`config.mk`:
```
export PLATFORM = sky130hd
export DESIGN_NAME = spi_slave_param
export DESIGN_NICKNAME = d
export VERILOG_FILES = /design/src/rtl/spi_slave_param.sv
export SDC_FILE = /design/constraint.sdc
export NUM_CORES = 1
export LEC_CHECK = 0
export ABC_AREA = 1
export ABC_CLOCK_PERIOD_IN_PS = 2800
export CELL_PAD_IN_SITES_DETAIL_PLACEMENT = 1
export CELL_PAD_IN_SITES_GLOBAL_PLACEMENT = 2
export CORE_MARGIN = 8
export CORE_UTILIZATION = 37
export CTS_CLUSTER_SIZE = 12
export DETAILED_ROUTE_END_ITERATION = 7
export DONT_BUFFER_PORTS = 1
export MAX_ROUTING_LAYER = met4
export PLACE_DENSITY_LB_ADDON = 0.12
export REMOVE_ABC_BUFFERS = 1
export SLEW_MARGIN = 30
export SYNTH_ARGS = -nofsm -noshare
export SYNTH_HDL_FRONTEND = slang
export SYNTH_SLANG_ARGS = --single-unit
```
`constraint.sdc`:
```
create_clock -name clk -period 2.8 [get_ports clk]
set_input_delay 0.28 -clock clk [delete_from_list [all_inputs] [get_ports clk]]
set_output_delay 0.28 -clock clk [all_outputs]
set_load 0.05 [all_outputs]
```
`src/rtl/spi_slave_param.sv`:
```
// spi_slave_param: SPI slave front-end on the system clock; deserialises cmd+payload frames, serialises read data.
// Optional even-parity trailing bit enabled by defining SPI_SLAVE_PARITY_EN.
module spi_slave_param #(
    parameter int DATA_W      = 8,
    parameter int LSB_FIRST   = 0,
    parameter int TX_WAIT_MAX = 16
) (
    input  logic              clk,
    input  logic              rst,
    input  logic              SS_n,
    input  logic              MOSI,
    output logic              MISO,
    output logic [DATA_W+1:0] rx_data,
    output logic              rx_valid,
    input  logic [DATA_W-1:0] tx_data,
    input  logic              tx_valid,
    output logic              busy,
    output logic              err
);
    localparam int FRAME_W = DATA_W + 2;
`ifdef SPI_SLAVE_PARITY_EN
    localparam int LAST = FRAME_W;
`else
    localparam int LAST = FRAME_W - 1;
`endif
    localparam int CW = $clog2(FRAME_W + 2);
    localparam int TW = $clog2(TX_WAIT_MAX + 1);

    typedef enum logic [2:0] {IDLE, CHK_CMD, WRITE, READ_ADD, READ_DATA} state_t;
    typedef enum logic [1:0] {P_RX, P_WAIT, P_SHIFT, P_HOLD} phase_t;

    state_t              state_q, state_d;
    phase_t              phase_q, phase_d;
    logic [CW-1:0]       cnt_q, cnt_d;
    logic [TW-1:0]       tmo_q, tmo_d;
    logic [1:0]          cmd_q, cmd_d, cmd_nx;
    logic [DATA_W-1:0]   pay_q, pay_d, pay_nx;
    logic [DATA_W-1:0]   tx_q, tx_d;
    logic [FRAME_W-1:0]  rx_data_q, rx_data_d, frame;
    logic                rx_valid_q, rx_valid_d;
    logic                err_q, err_d;
    logic                miso_q, miso_d;
    logic                rd_addr_seen_q, rd_addr_seen_d;
    logic                par_ok;

    always_comb begin
        cmd_nx = cnt_q < CW'(2) ? {cmd_q[0], MOSI} : cmd_q;
        pay_nx = pay_q;
        if (cnt_q >= CW'(2) && cnt_q < CW'(FRAME_W))
            pay_nx = LSB_FIRST != 0 ? {MOSI, pay_q[DATA_W-1:1]} : {pay_q[DATA_W-2:0], MOSI};
`ifdef SPI_SLAVE_PARITY_EN
        frame  = {cmd_q, pay_q};
        par_ok = MOSI == ^frame;
`else
        frame  = {cmd_nx, pay_nx};
        par_ok = 1'b1;
`endif
        state_d        = state_q;
        phase_d        = phase_q;
        cnt_d          = cnt_q;
        tmo_d          = tmo_q;
        cmd_d          = cmd_q;
        pay_d          = pay_q;
        tx_d           = tx_q;
        rx_data_d      = rx_data_q;
        rd_addr_seen_d = rd_addr_seen_q;
        rx_valid_d     = 1'b0;
        err_d          = 1'b0;
        miso_d         = 1'b0;
        if (SS_n) begin
            state_d = IDLE;
            phase_d = P_RX;
            cnt_d   = '0;
            tmo_d   = '0;
        end else begin
            case (state_q)
                IDLE: state_d = CHK_CMD;
                CHK_CMD: begin
                    state_d = !MOSI ? WRITE : rd_addr_seen_q ? READ_DATA : READ_ADD;
                    phase_d = P_RX;
                    cnt_d   = '0;
                    tmo_d   = '0;
                end
                default: begin
                    case (phase_q)
                        P_RX: begin
                            cmd_d = cmd_nx;
                            pay_d = pay_nx;
                            cnt_d = cnt_q + 1'b1;
                            if (cnt_q == CW'(LAST)) begin
                                phase_d = P_HOLD;
                                err_d   = !par_ok;
                                if (par_ok) begin
                                    rx_data_d      = frame;
                                    rx_valid_d     = 1'b1;
                                    rd_addr_seen_d = state_q == READ_ADD ? 1'b1 :
                                                     state_q == READ_DATA ? 1'b0 : rd_addr_seen_q;
                                    phase_d        = state_q == READ_DATA ? P_WAIT : P_HOLD;
                                end
                            end
                        end
                        P_WAIT: begin
                            if (tx_valid) begin
                                tx_d    = tx_data;
                                phase_d = P_SHIFT;
                                cnt_d   = '0;
                            end else if (tmo_q == TW'(TX_WAIT_MAX - 1)) begin
                                err_d   = 1'b1;
                                phase_d = P_HOLD;
                            end else begin
                                tmo_d = tmo_q + 1'b1;
                            end
                        end
                        P_SHIFT: begin
                            miso_d  = LSB_FIRST != 0 ? tx_q[0] : tx_q[DATA_W-1];
                            tx_d    = LSB_FIRST != 0 ? {1'b0, tx_q[DATA_W-1:1]} : {tx_q[DATA_W-2:0], 1'b0};
                            cnt_d   = cnt_q + 1'b1;
                            phase_d = cnt_q == CW'(DATA_W - 1) ? P_HOLD : P_SHIFT;
                        end
                        default: ;
                    endcase
                end
            endcase
        end
    end

    always_ff @(posedge clk) begin
        if (rst) begin
            state_q        <= IDLE;
            phase_q        <= P_RX;
            cnt_q          <= '0;
            tmo_q          <= '0;
            cmd_q          <= '0;
            pay_q          <= '0;
            tx_q           <= '0;
            rx_data_q      <= '0;
            rx_valid_q     <= 1'b0;
            err_q          <= 1'b0;
            miso_q         <= 1'b0;
            rd_addr_seen_q <= 1'b0;
        end else begin
            state_q        <= state_d;
            phase_q        <= phase_d;
            cnt_q          <= cnt_d;
            tmo_q          <= tmo_d;
            cmd_q          <= cmd_d;
            pay_q          <= pay_d;
            tx_q           <= tx_d;
            rx_data_q      <= rx_data_d;
            rx_valid_q     <= rx_valid_d;
            err_q          <= err_d;
            miso_q         <= miso_d;
            rd_addr_seen_q <= rd_addr_seen_d;
        end
    end

    assign MISO     = miso_q;
    assign rx_data  = rx_data_q;
    assign rx_valid = rx_valid_q;
    assign err      = err_q;
    assign busy     = state_q != IDLE;
endmodule

```
Word-level counts from Yosys, hierarchy flattened
Cells that the tools add are included.
{ "totals": {"ff_bits": 46, "in_bits": 13, "wordCells": 85} }
{ "classes": {"addsub": 2, "n_lt_le_gt_ge": 3, "n_eq_ne": 14, "mux": 25, "n_bitwise": 6, "reduce_logical": 23} }
{ "ops": {"columns": ["operator", "n"], "rows": [
  ["$mux W8", 2],
  ["$pmux W4 S2", 2],
  ["$pmux W8 S2", 1],
  ["$reduce_and A4 Y1", 4],
  ["$mux W5", 3],
  ["$mux W2", 5],
  ["$pmux W5 S2", 1],
  ["$reduce_or A5 Y1", 2],
  ["$reduce_bool A2 Y1", 4],
  ["$mux W3", 2],
  ["$not A1 Y1", 6],
  ["$pmux W2 S3", 1],
  ["$pmux W3 S2", 1],
  ["$reduce_and A3 Y1", 2],
  ["$reduce_bool A3 Y1", 2],
  ["$reduce_or A2 Y1", 3],
  ["$reduce_or A6 Y1", 1],
  ["$add A5 B1 Y5 const B", 1],
  ["$eq A5 B4 Y1 const B", 1],
  ["$mux W1", 5],
  ["$reduce_and A5 Y1", 1],
  ["$add A4 B1 Y4 const B", 1],
  ["$eq A4 B3 Y1 const B", 1],
  ["$eq A4 B4 Y1 const B", 1],
  ["19 further kinds", 20]
]} }

Logic depth before layout (Yosys ltp)
{ "depth": {"ltp_word": 5, "depth_mapped": 12} }

Worst setup path before layout
OpenSTA, ideal clock, no wires.
{ "synth_timing": {"path_kind": "flip-flop to flip-flop", "start": "reg state_q[0]", "end": "reg cmd_q[1]", "setup_time_ns": 0.116, "t_arrival_ns": 1.398, "path_slack_ns": 1.286, "path_stages_with_launch": 9, "path_cell_list": "dfxtp_1 > nor2_1 > nand2_2 > nand2_4 > nor2_8 > nand2_2 > buf_6 > o21ai_0 > nor2_1"} }
{ "synth_between": {"elab_chain_cells": 4, "word_cells_on_any_way": 5, "classes_between": "eq/ne: 1; bitwise: 1; reduce/logical: 3"} }
{ "synth_lines": {"columns": ["element", "line", "text"], "rows": [
  ["start: declaration", "32", "state_t state_q, state_d;"],
  ["start signal: assignment", "142", "state_q <= state_d;"],
  ["$eq A3 B1 Y1 / $logic_not A3 Y1 (equally long branches)", "76", "case (state_q)"],
  ["$reduce_or A2 Y1 (no line) *", null, null],
  ["$not A1 Y1 (no line) *", null, null],
  ["$reduce_and A3 Y1 (no line) *", null, null],
  ["end signal: assignment", "146", "cmd_q <= cmd_d;"],
  ["end: declaration", "36", "logic [1:0] cmd_q, cmd_d, cmd_nx;"]
]} }
Every way passes the cells marked *; elsewhere a longest branch is shown, timed or not.
A chain may end at the register's enable or synchronous reset.

Final worst setup path
{ "layout_timing": {"start": "reg state_q[0]", "end": "reg pay_q[7]"} }
{ "layout_between": {"elab_chain_cells": 4, "word_cells_on_any_way": 5, "classes_between": "eq/ne: 1; bitwise: 1; reduce/logical: 3"} }
{ "layout_lines": {"columns": ["element", "line", "text"], "rows": [
  ["$eq A3 B1 Y1 / $logic_not A3 Y1 (equally long branches)", "76", null],
  ["$reduce_or A2 Y1 (no line) *", null, null],
  ["$not A1 Y1 (no line) *", null, null],
  ["$reduce_and A3 Y1 (no line) *", null, null],
  ["end signal: assignment", "147", "pay_q <= pay_d;"],
  ["end: declaration", "37", "logic [DATA_W-1:0] pay_q, pay_d, pay_nx;"]
]} }
Marked as above.

==> impl_metrics.tcl <==
set metrics [dict create \
    slew_headroom_pct 57.31 \
    critical_path_buf_inv_count 1 \
    synth_top_area_cell "dfxtp_1" \
    cp.required_ns 2.99 \
    final_antenna_net_count 0 \
    die_w_um 94.97 \
    track_usage_pct 14.02 \
    finalSetupTns_ns 0 \
    fin_skew_ns 0.003131 \
    grt_max_degree 20 \
    ys_top_cells_by_area "dfxtp_1 40%, nand2_1 15%, nor2_1 10%" \
    slowest_delay_ns 0.35 \
    die-area_sq_um 9018 \
    status "complete, no violations" \
    powerDensity_nw_per_um2 538.8 \
    n_antenna_cell 0 \
    slowest_stage "dfxtp_1" \
    ys.warnings.count 0 \
    synth.distinct_cells 27 \
    cts-hold-fix-buffers 0 \
    holdCritPathClass "input port to flop" \
    grt_pass1_wl_um 9853 \
    ir_drop_mv 0.2654 \
    yosys.area.top_type_share_pct 39.91 \
    rsz0062_at_grt "false" \
    ys_async_sr_fraction_pct 0 \
    drt-initial-drc-count 51 \
    start_kind "flop" \
    wl_per_cell_um 13.54 \
    worst-r2r-setup-slack_ns 0.93 \
    period_share_pct 66.76 \
    drc 0 \
    synthesis.area_sq_um 2307 \
    whs_endpoint "tx_q[0]$_SDFFE_PP0P_" \
    grt-ovfl-total 0 \
    worstSetupEndpointType "flop" \
    synth.most_common_cell "nand2_1" \
    drt_wl_total_um 5754 \
    cts_setup_buffers 0 \
    hp-start "rst" \
    slew_viol_final 0 \
    avgViaCountPerCell 4.809 \
    grt_pass1_vias 2132 \
    vias 2044 \
    r2r_start "state_q[0]$_SDFFE_PP0P_" \
    cap_violations 0 \
    drive_above_1_share_pct 5.143 \
    period_minus_slack_ns 1.869 \
    whs_path_depth 1 \
    hold_viol_final 0 \
    regToRegEndpoint "pay_q[7]$_SDFFE_PP0P_" \
    worst_pin_slew_ns 0.6402 \
    p_total_mw 1.333 \
    cp_cell_sequence "nor2_1 > nand2_2 > nand2_4 > nor2_8 > nand2_2 > inv_1 > o21bai_1 > nor2_1" \
    start_util_pct 38.51 \
    crit_arrival_ns 2.06 \
    die_y_um 94.97 \
    yosys-top-cells-count "94 x nand2_1, 63 x nor2_1, 47 x inv_1" \
    cts_made_buffers 5 \
    hold-worst-slack_ns 0.05106 \
    path_max_fanout 15 \
    clkTransAtPathRegs_ns 0.08 \
    htree_levels 2 \
    drt-pass1-iter-count 4 \
    syn_area_per_cell_sq_um 6.649 \
    cts_root_buf "clkbuf_8" \
    routabilityCongestion 0.7652 \
    ys_ff_latch 46 \
    path_delay_family "simple AND/OR/NAND/NOR gates" \
    clk_latency_ns 0.29 \
    ios 27 \
    core_area_sq_um 5991 \
    port_buffers 0 \
    crit_type "flop to flop" \
    synth_seq_area_share_pct 39.91 \
    rr_worst_depth 8 \
    fmax_ghz 0.5350 \
    p_leak_nw 1.151 \
    cts_resized 0 \
    rows 28 \
    clk_path_buf_depth 2 \
    cts_tree "built" \
    hpwlAfterDp_um 4302 \
    area_delta_synth_final_pct 7.267 \
    synth_edf_count 0 \
    setup_viol_count_final 0 \
    cts_num_sinks 46 \
    antenna_found_initial 0 \
    fin_nets 371 \
    ys.flop_type "dfxtp_1" \
    syn_inst 347 \
]
## report_power, final
part           total, mW  internal (mW)  switching, mW
logic              0.157         0.0446          0.112
registers          0.683          0.671         0.0122
clock network      0.493          0.267          0.226
## registers in the layout, indices dropped and copies added, names as in the netlist, 2 cells and up
signal	flops
cnt_q	4
state_q	3
cmd_q	2
tx_q	8
pay_q	8
phase_q	2
tmo_q	5
rx_data	10
## cells by family (layout without fill, tap and decap cells)
logic type / count (synthesis) / in the layout / synth area share [%]
fa+ha+maj: 9 / 9 / 4.881
buf+inv: 57 / 60 / 10.20
compound gates: 51 / 51 / 11.55
flops: 46 / 46 / 39.91
simple gates: 184 / 184 / 33.46
## cell usage in the layout, fill, tap and decap left out, types with 2 or more instances in the layout
master,netlist,final
a21oi_1,12,12
a31oi_1,2,2
buf_4,1,2
clkbuf_1,2,2
clkbuf_8,0,5
dfxtp_1,46,46
ha_1,9,9
inv_1,47,47
inv_2,2,2
nand2_1,94,94
nand2_2,3,3
nand3_1,14,14
nand4_1,2,2
nor2_1,63,63
nor3_1,2,2
o21ai_0,33,33
o21bai_1,2,2
## per-stage QoR
stage               instance area, sq um  setup WS, ns  util [%]  cells
CTS                                 2475        0.9082     41.31    425
global placement                    2369        0.9893     39.54    417
global route                        2475        0.7334     41.31    425
detailed placement                  2369        0.9356     39.54    417
floorplan                           2260         1.219         -    340
finish                              2475        0.9307     41.31    425
## worst register-to-register path, stage by stage (launching register included)
cell      delay [ns]
dfxtp_1         0.35
nor2_1          0.23
nand2_2         0.30
nand2_4         0.23
nor2_8          0.06
nand2_2         0.22
inv_1           0.17
o21bai_1        0.15
nor2_1          0.06
## cell type report
class | instances | area (sq um)
fillers | 816 | 3516
multi-input cells | 244 | 1151
flip-flops and latches | 46 | 920.9
inverters | 50 | 187.7
well taps | 75 | 93.84
clock buffers | 7 | 76.32
clock inverters | 1 | 30.03
repair buffers | 2 | 15.01
## worst max-delay path by stage
stage,from,to,slack [ns],cells past startpoint
floorplan,state_q[0]$_SDFFE_PP0P_,pay_q[5]$_SDFFE_PP0P_,1.22,8
global placement,state_q[0]$_SDFFE_PP0P_,pay_q[5]$_SDFFE_PP0P_,0.99,8
detailed placement,state_q[0]$_SDFFE_PP0P_,pay_q[7]$_SDFFE_PP0P_,0.94,8
CTS,state_q[0]$_SDFFE_PP0P_,pay_q[7]$_SDFFE_PP0P_,0.91,8
global route,state_q[0]$_SDFFE_PP0P_,pay_q[7]$_SDFFE_PP0P_,0.73,8
finish,state_q[0]$_SDFFE_PP0P_,pay_q[7]$_SDFFE_PP0P_,0.93,8
## layer usage
layer | up-vias | GRT usage, % | part of all wire [%]
met5 | - | - | 0
met4 | 0 | 3.121 | 0.92
met3 | 6 | 3.810 | 4.4
met2 | 22 | 22.94 | 46
met1 | 942 | 16.73 | 49
li1 | 1074 | - | -
(Power assumes the default switching activity.)
